--- config.mk ---
export PLATFORM = sky130hd
export DESIGN_NAME = exe_stage_module_flat
export DESIGN_NICKNAME = d
export VERILOG_FILES = /design/src/rtl/exe_stage_module_pkg.sv /design/src/rtl/exe_stage_module_if.sv /design/src/rtl/exe_stage_module_val2_generator.sv /design/src/rtl/exe_stage_module.sv /design/src/flat_wrapper.sv
export SDC_FILE = /design/constraint.sdc
export NUM_CORES = 1
export LEC_CHECK = 0
export ABC_AREA = 1
export CORE_MARGIN = 5
export CORE_UTILIZATION = 35
export DETAILED_ROUTE_END_ITERATION = 8
export HOLD_SLACK_MARGIN = 0.02
export SLEW_MARGIN = 30
export SYNTH_ARGS = -nofsm -noshare
export SYNTH_HDL_FRONTEND = slang
export SYNTH_SLANG_ARGS = --single-unit
--- constraint.sdc ---
create_clock -name clk -period 5 [get_ports clk]
set_input_delay 1 -clock clk [delete_from_list [all_inputs] [get_ports clk]]
set_output_delay 1 -clock clk [all_outputs]
set_load 0.01 [all_outputs]
--- src/rtl/exe_stage_module_pkg.sv ---
// Shared widths, ALU/shift encodings and small arithmetic helpers for the ARM execute stage.
package exe_stage_module_pkg;

  localparam int ADDRESS_LEN          = 32;
  localparam int REGISTER_LEN         = 32;
  localparam int REG_ADDRESS_LEN      = 4;
  localparam int EXECUTE_COMMAND_LEN  = 4;
  localparam int SIGNED_IMMEDIATE_LEN = 24;
  localparam int SHIFT_OPERAND_LEN    = 12;

  typedef enum logic [3:0] {
    CMD_NOP = 4'b0000,
    CMD_MOV = 4'b0001,
    CMD_ADD = 4'b0010,
    CMD_ADC = 4'b0011,
    CMD_SUB = 4'b0100,
    CMD_SBC = 4'b0101,
    CMD_AND = 4'b0110,
    CMD_ORR = 4'b0111,
    CMD_EOR = 4'b1000,
    CMD_MVN = 4'b1001
  } alu_cmd_e;

  typedef enum logic [1:0] {
    SHIFT_LSL = 2'b00,
    SHIFT_LSR = 2'b01,
    SHIFT_ASR = 2'b10,
    SHIFT_ROR = 2'b11
  } shift_type_e;

  typedef struct packed {
    logic n;
    logic z;
    logic c;
    logic v;
  } nzcv_t;

  function automatic logic [31:0] ror32(input logic [31:0] value, input logic [4:0] amount);
    logic [63:0] doubled;
    doubled = {value, value} >> amount;
    return doubled[31:0];
  endfunction

  function automatic logic add_overflow(input logic [31:0] a, input logic [31:0] b, input logic [31:0] r);
    return (a[31] == b[31]) && (r[31] != a[31]);
  endfunction

  function automatic logic sub_overflow(input logic [31:0] a, input logic [31:0] b, input logic [31:0] r);
    return (a[31] != b[31]) && (r[31] != a[31]);
  endfunction

endpackage

--- src/rtl/exe_stage_module_if.sv ---
// ID->EX operands and EX->MEM/IF/hazard results of the execute stage, bundled as one interface.
interface exe_stage_module_if;
  import exe_stage_module_pkg::*;

  logic                            freeze;
  logic [ADDRESS_LEN-1:0]          PC_in;
  logic                            mem_read_en_in;
  logic                            mem_write_en_in;
  logic                            wb_enable_in;
  logic                            immediate_in;
  logic                            branch_taken_in;
  logic                            status_write_enable_in;
  logic [EXECUTE_COMMAND_LEN-1:0]  execute_command_in;
  logic [REGISTER_LEN-1:0]         reg_file_in1;
  logic [REGISTER_LEN-1:0]         reg_file_in2;
  logic [REG_ADDRESS_LEN-1:0]      dest_reg_in;
  logic [SIGNED_IMMEDIATE_LEN-1:0] signed_immediate_in;
  logic [SHIFT_OPERAND_LEN-1:0]    shift_operand_in;
  logic [3:0]                      status_reg_in;

  logic                            branch_taken_out;
  logic [ADDRESS_LEN-1:0]          branch_address_out;
  logic [REG_ADDRESS_LEN-1:0]      ex_dest_out;
  logic                            ex_wb_en_out;
  logic [3:0]                      status_reg_out;
  logic [REGISTER_LEN-1:0]         alu_result_out;
  logic [REGISTER_LEN-1:0]         store_value_out;
  logic [REG_ADDRESS_LEN-1:0]      dest_reg_out;
  logic                            mem_read_en_out;
  logic                            mem_write_en_out;
  logic                            wb_enable_out;

  modport master (
    output freeze, PC_in, mem_read_en_in, mem_write_en_in, wb_enable_in, immediate_in,
           branch_taken_in, status_write_enable_in, execute_command_in, reg_file_in1,
           reg_file_in2, dest_reg_in, signed_immediate_in, shift_operand_in, status_reg_in,
    input  branch_taken_out, branch_address_out, ex_dest_out, ex_wb_en_out, status_reg_out,
           alu_result_out, store_value_out, dest_reg_out, mem_read_en_out, mem_write_en_out,
           wb_enable_out
  );

  modport slave (
    input  freeze, PC_in, mem_read_en_in, mem_write_en_in, wb_enable_in, immediate_in,
           branch_taken_in, status_write_enable_in, execute_command_in, reg_file_in1,
           reg_file_in2, dest_reg_in, signed_immediate_in, shift_operand_in, status_reg_in,
    output branch_taken_out, branch_address_out, ex_dest_out, ex_wb_en_out, status_reg_out,
           alu_result_out, store_value_out, dest_reg_out, mem_read_en_out, mem_write_en_out,
           wb_enable_out
  );

endinterface

--- src/rtl/exe_stage_module_val2_generator.sv ---
// Second ALU operand: memory offset, rotated 8-bit immediate, or shifted Rm.
module val2_generator
  import exe_stage_module_pkg::*;
(
  input  logic        mem_en,
  input  logic        immediate,
  input  logic [11:0] shift_operand,
  input  logic [31:0] rm,
  output logic [31:0] val2
);

  // Operand select; an immediate rotate amount is twice the 4-bit rotate field
  always_comb begin
    val2 = 32'd0;
    if (mem_en) begin
      val2 = {20'd0, shift_operand};
    end else if (immediate) begin
      val2 = ror32({24'd0, shift_operand[7:0]}, {shift_operand[11:8], 1'b0});
    end else begin
      case (shift_type_e'(shift_operand[6:5]))
        SHIFT_LSL: val2 = rm << shift_operand[11:7];
        SHIFT_LSR: val2 = rm >> shift_operand[11:7];
        SHIFT_ASR: val2 = $unsigned($signed(rm) >>> shift_operand[11:7]);
        SHIFT_ROR: val2 = ror32(rm, shift_operand[11:7]);
        default:   val2 = rm;
      endcase
    end
  end

endmodule

--- src/rtl/exe_stage_module.sv ---
// ARM execute stage: ALU with NZCV generation, branch target, status register and EX/MEM register.
module exe_stage_module
  import exe_stage_module_pkg::*;
(
  input  logic              clk,
  input  logic              rst,
  exe_stage_module_if.slave ex
);

  logic [31:0] val2_s;
  logic [31:0] alu_result_s;
  logic [32:0] sum_s;
  logic        carry_add_s;
  logic        nz_update_s;
  nzcv_t       flags_s;
  nzcv_t       status_r;
  logic [31:0] alu_result_r;
  logic [31:0] store_value_r;
  logic [3:0]  dest_reg_r;
  logic        mem_read_en_r;
  logic        mem_write_en_r;
  logic        wb_enable_r;

  val2_generator u_val2 (
    .mem_en        (ex.mem_read_en_in | ex.mem_write_en_in),
    .immediate     (ex.immediate_in),
    .shift_operand (ex.shift_operand_in),
    .rm            (ex.reg_file_in2),
    .val2          (val2_s)
  );

  // ALU; subtraction is Rn + ~val2 + carry-in so the carry-out is directly NOT borrow
  always_comb begin
    alu_result_s = 32'd0;
    sum_s        = 33'd0;
    carry_add_s  = 1'b0;
    nz_update_s  = 1'b1;
    flags_s      = nzcv_t'(ex.status_reg_in);
    case (ex.execute_command_in)
      CMD_MOV: alu_result_s = val2_s;
      CMD_MVN: alu_result_s = ~val2_s;
      CMD_ADD, CMD_ADC: begin
        carry_add_s  = (ex.execute_command_in == CMD_ADC) ? ex.status_reg_in[1] : 1'b0;
        sum_s        = {1'b0, ex.reg_file_in1} + {1'b0, val2_s} + {32'd0, carry_add_s};
        alu_result_s = sum_s[31:0];
        flags_s.c    = sum_s[32];
        flags_s.v    = add_overflow(ex.reg_file_in1, val2_s, sum_s[31:0]);
      end
      CMD_SUB, CMD_SBC: begin
        carry_add_s  = (ex.execute_command_in == CMD_SBC) ? ex.status_reg_in[1] : 1'b1;
        sum_s        = {1'b0, ex.reg_file_in1} + {1'b0, ~val2_s} + {32'd0, carry_add_s};
        alu_result_s = sum_s[31:0];
        flags_s.c    = sum_s[32];
        flags_s.v    = sub_overflow(ex.reg_file_in1, val2_s, sum_s[31:0]);
      end
      CMD_AND: alu_result_s = ex.reg_file_in1 & val2_s;
      CMD_ORR: alu_result_s = ex.reg_file_in1 | val2_s;
      CMD_EOR: alu_result_s = ex.reg_file_in1 ^ val2_s;
      default: begin
        alu_result_s = 32'd0;
        nz_update_s  = 1'b0;
      end
    endcase
    if (nz_update_s) begin
      flags_s.n = alu_result_s[31];
      flags_s.z = (alu_result_s == 32'd0);
    end else begin
      flags_s.n = ex.status_reg_in[3];
      flags_s.z = ex.status_reg_in[2];
    end
  end

  // Status register; freeze blocks the update even with S set
  always_ff @(posedge clk) begin
    if (!rst) begin
      status_r <= nzcv_t'(4'b0000);
    end else if (ex.status_write_enable_in && !ex.freeze) begin
      status_r <= flags_s;
    end
  end

  // EX/MEM pipeline register
  always_ff @(posedge clk) begin
    if (!rst) begin
      alu_result_r   <= 32'd0;
      store_value_r  <= 32'd0;
      dest_reg_r     <= 4'd0;
      mem_read_en_r  <= 1'b0;
      mem_write_en_r <= 1'b0;
      wb_enable_r    <= 1'b0;
    end else if (!ex.freeze) begin
      alu_result_r   <= alu_result_s;
      store_value_r  <= ex.reg_file_in2;
      dest_reg_r     <= ex.dest_reg_in;
      mem_read_en_r  <= ex.mem_read_en_in;
      mem_write_en_r <= ex.mem_write_en_in;
      wb_enable_r    <= ex.wb_enable_in;
    end
  end

  assign ex.branch_taken_out   = ex.branch_taken_in;
  assign ex.branch_address_out = ex.PC_in + {{6{ex.signed_immediate_in[23]}}, ex.signed_immediate_in, 2'b00};
  assign ex.ex_dest_out        = ex.dest_reg_in;
  assign ex.ex_wb_en_out       = ex.wb_enable_in;
  assign ex.status_reg_out     = status_r;
  assign ex.alu_result_out     = alu_result_r;
  assign ex.store_value_out    = store_value_r;
  assign ex.dest_reg_out       = dest_reg_r;
  assign ex.mem_read_en_out    = mem_read_en_r;
  assign ex.mem_write_en_out   = mem_write_en_r;
  assign ex.wb_enable_out      = wb_enable_r;

endmodule

--- src/flat_wrapper.sv ---
// flat-port wrapper written by rule: the top's interface ports become plain ports
module exe_stage_module_flat import exe_stage_module_pkg::*;
  (clk, rst, ex_freeze, ex_PC_in, ex_mem_read_en_in, ex_mem_write_en_in, ex_wb_enable_in, ex_immediate_in, ex_branch_taken_in, ex_status_write_enable_in, ex_execute_command_in, ex_reg_file_in1, ex_reg_file_in2, ex_dest_reg_in, ex_signed_immediate_in, ex_shift_operand_in, ex_status_reg_in, ex_branch_taken_out, ex_branch_address_out, ex_ex_dest_out, ex_ex_wb_en_out, ex_status_reg_out, ex_alu_result_out, ex_store_value_out, ex_dest_reg_out, ex_mem_read_en_out, ex_mem_write_en_out, ex_wb_enable_out);
  exe_stage_module_if ex_i ();
  input  logic clk;
  input  logic rst;
  input wire logic [$bits(ex_i.freeze)-1:0] ex_freeze;
  input wire logic [$bits(ex_i.PC_in)-1:0] ex_PC_in;
  input wire logic [$bits(ex_i.mem_read_en_in)-1:0] ex_mem_read_en_in;
  input wire logic [$bits(ex_i.mem_write_en_in)-1:0] ex_mem_write_en_in;
  input wire logic [$bits(ex_i.wb_enable_in)-1:0] ex_wb_enable_in;
  input wire logic [$bits(ex_i.immediate_in)-1:0] ex_immediate_in;
  input wire logic [$bits(ex_i.branch_taken_in)-1:0] ex_branch_taken_in;
  input wire logic [$bits(ex_i.status_write_enable_in)-1:0] ex_status_write_enable_in;
  input wire logic [$bits(ex_i.execute_command_in)-1:0] ex_execute_command_in;
  input wire logic [$bits(ex_i.reg_file_in1)-1:0] ex_reg_file_in1;
  input wire logic [$bits(ex_i.reg_file_in2)-1:0] ex_reg_file_in2;
  input wire logic [$bits(ex_i.dest_reg_in)-1:0] ex_dest_reg_in;
  input wire logic [$bits(ex_i.signed_immediate_in)-1:0] ex_signed_immediate_in;
  input wire logic [$bits(ex_i.shift_operand_in)-1:0] ex_shift_operand_in;
  input wire logic [$bits(ex_i.status_reg_in)-1:0] ex_status_reg_in;
  output wire logic [$bits(ex_i.branch_taken_out)-1:0] ex_branch_taken_out;
  output wire logic [$bits(ex_i.branch_address_out)-1:0] ex_branch_address_out;
  output wire logic [$bits(ex_i.ex_dest_out)-1:0] ex_ex_dest_out;
  output wire logic [$bits(ex_i.ex_wb_en_out)-1:0] ex_ex_wb_en_out;
  output wire logic [$bits(ex_i.status_reg_out)-1:0] ex_status_reg_out;
  output wire logic [$bits(ex_i.alu_result_out)-1:0] ex_alu_result_out;
  output wire logic [$bits(ex_i.store_value_out)-1:0] ex_store_value_out;
  output wire logic [$bits(ex_i.dest_reg_out)-1:0] ex_dest_reg_out;
  output wire logic [$bits(ex_i.mem_read_en_out)-1:0] ex_mem_read_en_out;
  output wire logic [$bits(ex_i.mem_write_en_out)-1:0] ex_mem_write_en_out;
  output wire logic [$bits(ex_i.wb_enable_out)-1:0] ex_wb_enable_out;
  assign ex_i.freeze = ex_freeze;
  assign ex_i.PC_in = ex_PC_in;
  assign ex_i.mem_read_en_in = ex_mem_read_en_in;
  assign ex_i.mem_write_en_in = ex_mem_write_en_in;
  assign ex_i.wb_enable_in = ex_wb_enable_in;
  assign ex_i.immediate_in = ex_immediate_in;
  assign ex_i.branch_taken_in = ex_branch_taken_in;
  assign ex_i.status_write_enable_in = ex_status_write_enable_in;
  assign ex_i.execute_command_in = ex_execute_command_in;
  assign ex_i.reg_file_in1 = ex_reg_file_in1;
  assign ex_i.reg_file_in2 = ex_reg_file_in2;
  assign ex_i.dest_reg_in = ex_dest_reg_in;
  assign ex_i.signed_immediate_in = ex_signed_immediate_in;
  assign ex_i.shift_operand_in = ex_shift_operand_in;
  assign ex_i.status_reg_in = ex_status_reg_in;
  assign ex_branch_taken_out = ex_i.branch_taken_out;
  assign ex_branch_address_out = ex_i.branch_address_out;
  assign ex_ex_dest_out = ex_i.ex_dest_out;
  assign ex_ex_wb_en_out = ex_i.ex_wb_en_out;
  assign ex_status_reg_out = ex_i.status_reg_out;
  assign ex_alu_result_out = ex_i.alu_result_out;
  assign ex_store_value_out = ex_i.store_value_out;
  assign ex_dest_reg_out = ex_i.dest_reg_out;
  assign ex_mem_read_en_out = ex_i.mem_read_en_out;
  assign ex_mem_write_en_out = ex_i.mem_write_en_out;
  assign ex_wb_enable_out = ex_i.wb_enable_out;
  exe_stage_module u_core (.clk(clk), .rst(rst), .ex(ex_i));
endmodule
Yosys cells after proc, flatten, opt, wreduce, memory -nomap -nowiden

Cells that the tools add are included.

Bits in registers: 75
Bits of input ports: 153
Output and inout bits: 113

Add/subtract/negate cells: 5
Equal/unequal tests: 16
Shift-type cells: 5
Multiplexer cells: 9
Bitwise gates (word level): 5
Reductions and logical operators: 9

Operators with widths:

| kind                 | number |
|---|---|
| $pmux W32 S7         | 1 |
| $pmux W32 S4         | 1 |
| $add A32 B32 Y33     | 2 |
| $add A33 B1 Y33      | 2 |
| $mux W32             | 2 |
| $shr A64 B5 Y32      | 1 |
| $shr A40 B5 Y32      | 1 |
| $add A32 B32 Y32     | 1 |
| $and A32 B32 Y32     | 1 |
| $logic_not A32 Y1    | 1 |
| $not A32 Y32         | 1 |
| $or A32 B32 Y32      | 1 |
| $shl A32 B5 Y32      | 1 |
| $shr A32 B5 Y32      | 1 |
| $sshr A32 B5 Y32     | 1 |
| $xor A32 B32 Y32     | 1 |
| $eq A4 B3 Y1 const B | 4 |
| $reduce_or A9 Y1     | 1 |
| $eq A4 B2 Y1 const B | 2 |
| $eq A4 B4 Y1 const B | 2 |
| $eq A2 B2 Y1 const B | 2 |
| $eq A4 B1 Y1 const B | 1 |
| $pmux W2 S2          | 1 |
| $reduce_or A2 Y1     | 2 |
| other kinds (9)      | 15 |

Depth between registers and ports, before layout

Gate-level depths: netlist of the first run.

Depth after elaboration: 10
Mapped depth: 40

Modules after synthesis

From an unflattened synthesis of the first run, not the netlist that was laid out.

Cells, all modules: 3,094
Area total of the unflattened synthesis: 16,303.1 um2

By module, submodules not included:

| module           | instances | cells each | area an instance (um2) | seq. area each (um2) |
|---|---|---|---|---|
| exe_stage_module | 1         | 1,987      | 11,048.1               | 1,501.4 |
| val2_generator   | 1         | 1,107      | 5,255.0                | 0.0 |

Least setup slack after synthesis of the first run

No wires, ideal clock.

Kind: in2reg
From: input ex_shift_operand_in[7]
To: register u_core.status_r (netlist bit u_core.ex.status_reg_out[2])
Arrival: 4.398 ns
Required time: 4.936 ns
Setup slack: 0.538 ns
Cell stages on the path: 34
Path through: buf_6 inv_8 buf_12 nand2_2 nand3_1 nand3_1 nand3_1 nand2_1 nand2_1 nand3_1 nand2_1 nand2_1 inv_1 fa_1 fa_1 o21ai_2 nand2_1 nand2_1 nand2_1 nand2_1 nand2_1 nand2_1 nand3b_1 nand2_1 nand2_1 nand3_1 nand3b_1 nor2_1 nand3_1 nor2_1 nand2_1 nor2_1 nor2_1 nor2_1

Word-level cells in the longest chain between the ends: 10
Elaborated cells between the ends (all ways): 19

RTL lines:

| item                                          | line                                           | RTL |
|---|---|---|
| start: declaration                            | flat_wrapper.sv:20                             | `input wire logic [$bits(ex_i.shift_operand_in)-1:0] ex_shift_operand_in;` |
| $shr A64 B5 Y32, or another cell as far along | exe_stage_module_pkg.sv:40                     | `doubled = {value, value} >> amount;` |
| $pmux W32 S4                                  | exe_stage_module_val2_generator.sv:20          | `case (shift_type_e'(shift_operand[6:5]))` |
| $mux W32                                      | exe_stage_module_val2_generator.sv:17          | `end else if (immediate) begin` |
| $mux W32 (*)                                  | exe_stage_module_val2_generator.sv:15          | `if (mem_en) begin` |
| $not A32 Y32                                  | exe_stage_module.sv:41, exe_stage_module.sv:51 |  |
| $add A32 B32 Y33                              | exe_stage_module.sv:51                         | `sum_s = {1'b0, ex.reg_file_in1} + {1'b0, ~val2_s} + {32'd0, carry_add_s};` |
| $add A33 B1 Y33                               | exe_stage_module.sv:51                         |  |
| $pmux W32 S7 (*)                              | exe_stage_module.sv:39                         | `case (ex.execute_command_in)` |
| $logic_not A32 Y1 (*)                         | exe_stage_module.sv:66                         | `flags_s.z = (alu_result_s == 32'd0);` |
| $mux W2 (*)                                   | exe_stage_module.sv:64                         | `if (nz_update_s) begin` |
| end signal: assignment                        | exe_stage_module.sv:76                         | `status_r <= nzcv_t'(4'b0000);` |
| end signal: assignment                        | exe_stage_module.sv:78                         | `status_r <= flags_s;` |
| end: declaration                              | exe_stage_module.sv:16                         | `nzcv_t status_r;` |

Mark *: on every way between the ends. The rest lies on a longest branch, timed or not.
A chain may end at the register's enable or synchronous reset.

Final worst setup path of the first run

From: input ex_mem_write_en_in
To: register u_core.status_r (netlist bit u_core.ex.status_reg_out[2])

Word-level cells in the longest chain between the ends: 8
Elaborated cells between the ends (all ways): 13

RTL lines:

| item                  | line                                           | RTL |
|---|---|---|
| start: declaration    | flat_wrapper.sv:10                             | `input wire logic [$bits(ex_i.mem_write_en_in)-1:0] ex_mem_write_en_in;` |
| $or A1 B1 Y1 (*)      | exe_stage_module.sv:25                         | `.mem_en (ex.mem_read_en_in \| ex.mem_write_en_in),` |
| $mux W32 (*)          | exe_stage_module_val2_generator.sv:15          |  |
| $not A32 Y32          | exe_stage_module.sv:41, exe_stage_module.sv:51 |  |
| $add A32 B32 Y33      | exe_stage_module.sv:51                         |  |
| $add A33 B1 Y33       | exe_stage_module.sv:51                         |  |
| $pmux W32 S7 (*)      | exe_stage_module.sv:39                         |  |
| $logic_not A32 Y1 (*) | exe_stage_module.sv:66                         |  |
| $mux W2 (*)           | exe_stage_module.sv:64                         |  |

Marked as above.

==> results of run 1 <==
[final timing paths]
path,startpoint,end,slack [ps],depth (start not counted)
hold / removal,u_core.ex.store_value_out[2]$_SDFFE_PN0N_,u_core.ex.store_value_out[2]$_SDFFE_PN0N_,490,2
setup / recovery,ex_mem_write_en_in,u_core.ex.status_reg_out[2]$_SDFFE_PN0P_,20,31
hold reg to reg,u_core.ex.store_value_out[2]$_SDFFE_PN0N_,u_core.ex.store_value_out[2]$_SDFFE_PN0N_,490,2
setup reg to reg,u_core.ex.alu_result_out[14]$_SDFFE_PN0N_,u_core.ex.alu_result_out[14]$_SDFFE_PN0N_,4250,4
[stage by stage]
stage	instance area [sq um]	setup TNS, ps	hold slack, ps	util [%]
6_report	26900	0	487	59.3
5_1_grt	26900	-228	510	59.3
3_3_place_gp	24200	-17590	465	53.5
4_1_cts	25000	-197	487	55.2
3_5_place_dp	24300	-19310	470	53.6
2_1_floorplan	16000	0	511	-
[layout make-up]
cell class,instances,share of cell area (%)
repair inverters,1,0.0326
clock inverters,5,0.224
well taps,600,2.80
clock buffers,10,0.890
flip-flops and latches,75,5.59
repair buffers,1053,33.2
inverters,299,4.30
multi-input cells,2433,53.0
[layout by cell type, fill, tap and decap left out, drive strengths merged, types with 30 or more instances in the layout]
cell type and instances:
dfxtp 75, nand2 805, clkdlybuf4s50 208, inv 295
ha 125, nor2 323, xor2 30, a21oi 171
o21ai 184, buf 795, nand3 585, nand4 40
[metal layers]
metal	GRT usage (%)	part of all wire, %	up-vias	wire [um]
met4	11.8	4.2	2	4070
met1	49.6	43	11500	41400
met3	7.51	11	237	10700
li1	-	-	11700	-
met5	0	0.0083	-	8
met2	53.8	42	1419	40700
[sequential cells by signal, summed over array words and instances, names as in the netlist]
register / flops
u_core.ex.store_value_out: 32
u_core.ex.mem_write_en_out: 1
u_core.ex.alu_result_out: 32
u_core.ex.dest_reg_out: 4
u_core.ex.status_reg_out: 4
u_core.ex.mem_read_en_out: 1
u_core.ex.wb_enable_out: 1
[power breakdown]
group | leakage (nW) | switching (mW) | internal [mW]
registers | 0.622 | 0.0260 | 0.642
logic | 12.9 | 1.79 | 1.44
clock network | 0.145 | 0.253 | 0.400
[worst max-delay path, delay by kind of cell]
family	cells	cell delay, ps
AND/OR/NAND/NOR	16	1560
AO/OA/AOI/OAI	2	280
adder cells (fa/ha/maj)	2	650
buffers and inverters	11	1740
[what timing repair did]
item                       in CTS  in global routing
setup buffers                  10                 32
gates resized for setup       128                418
setup endpoints to repair      43                 45
pin swaps                      11                 77
gates cloned                    0                  6
[kinds of logic after synthesis]
group                      Yosys count  share of synthesized area [%]
muxes                                2                          0.125
DFF                                 75                           9.40
adders and majority gates          130                           10.4
AOI/OAI and AO/OA                  462                           16.3
buffers and inverters              458                           12.6
xor gates and xnor gates            40                           2.19
and+or+nand+nor                   1799                           48.9
==> flow_summary.toml, run 1 <==
[critical_path]
cp_common_cell = "nand2_1"
cpPeakStageDelay_ps = 460
critPathMaxFanout = 8
slowest_stage = "clkdlybuf4s50_1"
required_ps = 5260
worst_ep_arrival_time_ps = 5250
crit_path_end_kind = "flop"
cp-start-kind = "input port"
critPathKind = "in -> reg"

[timing]
min_period_ps = 4980
rsz0062_at_grt = "yes"
worstMarginPinSlew_ps = 903
setup_ws_ps = 15.4
slew_viol_final = 0
setup_viol = 0
slew-limit-headroom_pct = 39.7
fin_crit_sh_pct = 99.7
final_hold_viol_count = 0
clock_skew_ps = 0
fmax_mhz = 201

[cts]
htree_levels = 3
numCtsBuffers = 9
cts_tree = "yes"
root_buffer = "clkbuf_16"
cts_sinks = 75
clkTransAtPathRegs_ps = 60
cts_buffer_depth = 2
clk_latency_ps = 330
cts_hold_buf = 0

[yosys]
synth_seq_cells = 75
synth_area_leaders = "nand3_1 (18%), nand2_1 (18%), ha_1 (9.8%)"
ys_top_cells_by_count = "nand2_1 (770), nand3_1 (580), nor2_1 (319)"
yosysMostFrequentCell = "nand2_1"
syn_nets = 3249
synth.avg_cell_area_sq_um = 5.38
ys.flop_type = "dfxtp_1"
synth-edff-count = 0
netlist_area_sq_um = 16000
synthArstFlopShare_pct = 0
yosys_warnings = 0
ys_seq_area_share_pct = 9.40
ys_types = 59
syn-instance-count = 2966
synth.top_cell.area_share_pct = 18.2
synth_top_cell_by_area = "nand3_1"

[finish]
ff_latch_area_sq_um = 1500
instances_no_fill = 4476
fill_cells = 4526
multi_input_area_sq_um = 14200
drive_above_1_share_pct = 32.6
antenna_cells = 0
area_growth_pct = 68.2
fin_nets = 4155

[grt]
grt.total_usage_pct = 35.3
antenna_found_initial = 1
gr-total-overflow = 0
grt_pass1_wl_mm = 138
first_global_vias = 22900
grt_max_degree = 97

[place]
port_buffers = 259
place.gp.congestion = 1.05
dp_worst_setup_slack_ps = -1010
dp.cells = 4413
dp_hpwl_mm = 80.0

[pwr]
power.leakage_nw = 13.6
ir_drop_uv = 259
power_density_nw_per_um2 = 170
power_mw = 4.56

[routing]
wire_per_inst_um = 21.6
drtIter0Drc = 2794
vias = 24900
antenna_left = 0
firstDrtPassIters = 8
routed_via_density = 5.56
postRouteWirelength_mm = 96.8
drc_errors = 0

[die]
initial_core_util_pct = 35.3
rows = 78
core_sq_um = 45300
pin_count = 266
dieArea_sq_um = 50000
die_y_um = 224
die_w_um = 224

[run_status]
status = "complete, no violations"

[run]
cap_viol_max_count = 0

[hold_path]
min_path_type = "reg -> reg"
(Power assumes the default switching activity.)
==> run 2, diff against run 1 <==
--- a/config.mk
+++ b/config.mk
@@ -6,10 +6,11 @@
 export NUM_CORES = 1
 export LEC_CHECK = 0
 export ABC_AREA = 1
-export CORE_MARGIN = 5
+export CORE_MARGIN = 2
 export CORE_UTILIZATION = 35
 export DETAILED_ROUTE_END_ITERATION = 8
 export HOLD_SLACK_MARGIN = 0.02
+export SETUP_SLACK_MARGIN = 0.5
 export SLEW_MARGIN = 30
 export SYNTH_ARGS = -nofsm -noshare
 export SYNTH_HDL_FRONTEND = slang
==> flow_summary.toml, run 2 (synthesized netlist as in run 1, its figures left out) <==
[critical_path]
worst_r2r_path_depth = 4
ff2ff_setup_slack_ps = 4250
critPathMaxFanout = 3
required_ps = 5280
rr_startpoint = "u_core.ex.alu_result_out[20]$_SDFFE_PN0N_"
cp-start-kind = "input port"
reg2reg_to = "u_core.ex.alu_result_out[20]$_SDFFE_PN0N_"
crit_path_end_kind = "flop"
critPathKind = "in -> reg"
worst_ep_arrival_time_ps = 5200

[routing]
wl_met3_mm = 10.2
top_layer_used = "met4"
postRouteWirelength_mm = 96.5
drc_errors = 0
met1_length_mm = 40.4
firstDrtPassIters = 9
drtIter0Drc = 2856
vias = 25400
routed_via_density = 5.60
dr_wl_met2_mm = 41.0
antenna_left = 0
wire_per_inst_um = 21.3

[grt]
grt.total_usage_pct = 38.7
grt_pass1_wl_mm = 142
gr-total-overflow = 0
grt_max_degree = 61
first_global_vias = 24100
antenna_found_initial = 0

[pwr]
power_mw = 4.92
switching_share_pct = 46.2
p_clk_share_pct = 13.8
power_density_nw_per_um2 = 168
combinationalPowerShare_pct = 72.7
power_frac_seq_pct = 13.5
ir_drop_uv = 209
power.leakage_nw = 14.2
power_switching_mw = 2.27
intPower_mw = 2.65

[cts]
clkTransAtPathRegs_ps = 60
cts_buffer_depth = 2
htree_levels = 3
cts_hold_buf = 0
numCtsBuffers = 9
root_buffer = "clkbuf_16"
cts_sinks = 75
clk_latency_ps = 340
cts_tree = "yes"

[place]
dp_worst_setup_slack_ps = -899
port_buffers = 259
dpl_cell_area_sq_um = 24300
dp_hpwl_mm = 76.5
place.gp.congestion = 1.10

[die]
rows = 78
die_w_um = 218
dieArea_sq_um = 47300
die_y_um = 218
core_sq_um = 45200
initial_core_util_pct = 35.3
pin_count = 266

[run_status]
status = "complete, no violations"

[timing]
slew-limit-headroom_pct = 40.2
holdWs_ps = 483
clock_skew_ps = 0
worstMarginPinSlew_ps = 896
rsz0062_at_grt = "yes"
fmax_mhz = 203
min_period_ps = 4920
fin_crit_sh_pct = 98.4
setup_viol = 0
final_hold_viol_count = 0
slew_viol_final = 0
setup_ws_ps = 81.0

[finish]
final_common_cell = "buf_4"
layout_common_cells = "buf_4 (775), nand2_1 (587), nand3_1 (374), inv_1 (249), nor2_1 (238)"
fin_nets = 4211
fill_cells = 4122
post-route-util_pct = 64.7
area_growth_pct = 83.0
antenna_cells = 0
drive_above_1_share_pct = 42.8
final_cell_area_sq_um = 29200

[hold_path]
worstHoldStart = "u_core.ex.store_value_out[24]$_SDFFE_PN0N_"
min_path_type = "reg -> reg"
whs_path_depth = 2
hold_path_end = "u_core.ex.store_value_out[24]$_SDFFE_PN0N_"

[run]
cap_viol_max_count = 0
-- run 2: worst max path at each step --
stage                                 from                                       end  slack (ps)
floorplan           ex_shift_operand_in[7]  u_core.ex.status_reg_out[2]$_SDFFE_PN0P_         540
global placement    ex_shift_operand_in[6]  u_core.ex.status_reg_out[2]$_SDFFE_PN0P_        -900
detailed placement  ex_shift_operand_in[6]  u_core.ex.status_reg_out[2]$_SDFFE_PN0P_        -900
CTS                 ex_shift_operand_in[7]  u_core.ex.status_reg_out[2]$_SDFFE_PN0P_         310
global route        ex_shift_operand_in[7]  u_core.ex.status_reg_out[2]$_SDFFE_PN0P_          40
finish                 ex_reg_file_in2[14]  u_core.ex.status_reg_out[2]$_SDFFE_PN0P_          80
-- run 2: layout make-up --
class / count / area (sq um) / share of cell area, %
Clock buffer: 9 / 225 / 0.771
Clock inverter: 7 / 80.1 / 0.274
Inverter: 299 / 1180 / 4.05
Multi-Input combinational cell: 2433 / 16100 / 55.0
Sequential cell: 75 / 1500 / 5.14
Tap cell: 600 / 751 / 2.57
Timing Repair Buffer: 1108 / 9390 / 32.1
Timing Repair inverter: 2 / 25.0 / 0.0856
-- run 2: repair_timing --
action,CTS,global route
buffers inserted,52,35
endpoints found under the setup margin,54,51
pin swaps,155,176
resized for setup,696,426
gates cloned,6,1
-- run 2: metrics by stage --
step / setup TNS [ps] / cells
after global routing: 0 / 4533
after CTS: 0 / 4497
final: 0 / 4533
after floorplan: 0 / 2966
after global placement: -17270 / 4423
after detailed placement: -19850 / 4423
-- run 2: layer usage --
layer  vias up  global-route usage [%]
met2      1415                    59.9
met5         -                       0
met1     11900                    51.8
li1      11800                       -
met4         0                    16.0
met3       290                    8.40
-- run 2: critical path, stage by stage --
cell and delay (ps):
dlygate4sd2_1 300, nand2_2 120, nand3_2 140, nand3_4 140, nand3_4 110, nand2_2 100, nand2_1 70, nand3_2 90
nand2_2 70, nand2_2 80, inv_2 50, fa_2 360, fa_2 410, o21ai_4 240, buf_4 150, buf_4 100
xor2_1 140, o21ai_0 100, nor3_1 370, nand3_2 280, nor2_2 180, nand2_1 90, nor2_1 160, nand2_1 90
nor2_2 120, nor2_1 50, nor2_1 70
-- run 2: power groups by stage --
stage / clock network (mW) / logic, mW / registers, mW
finish: 0.677 / 3.58 / 0.666
global route: 0.714 / 3.78 / 0.671
CTS: 0.689 / 3.20 / 0.666
detailed placement: 0 / 2.84 / 0.680
global placement: 0 / 2.81 / 0.677
floorplan: 0 / 1.25 / 0.696
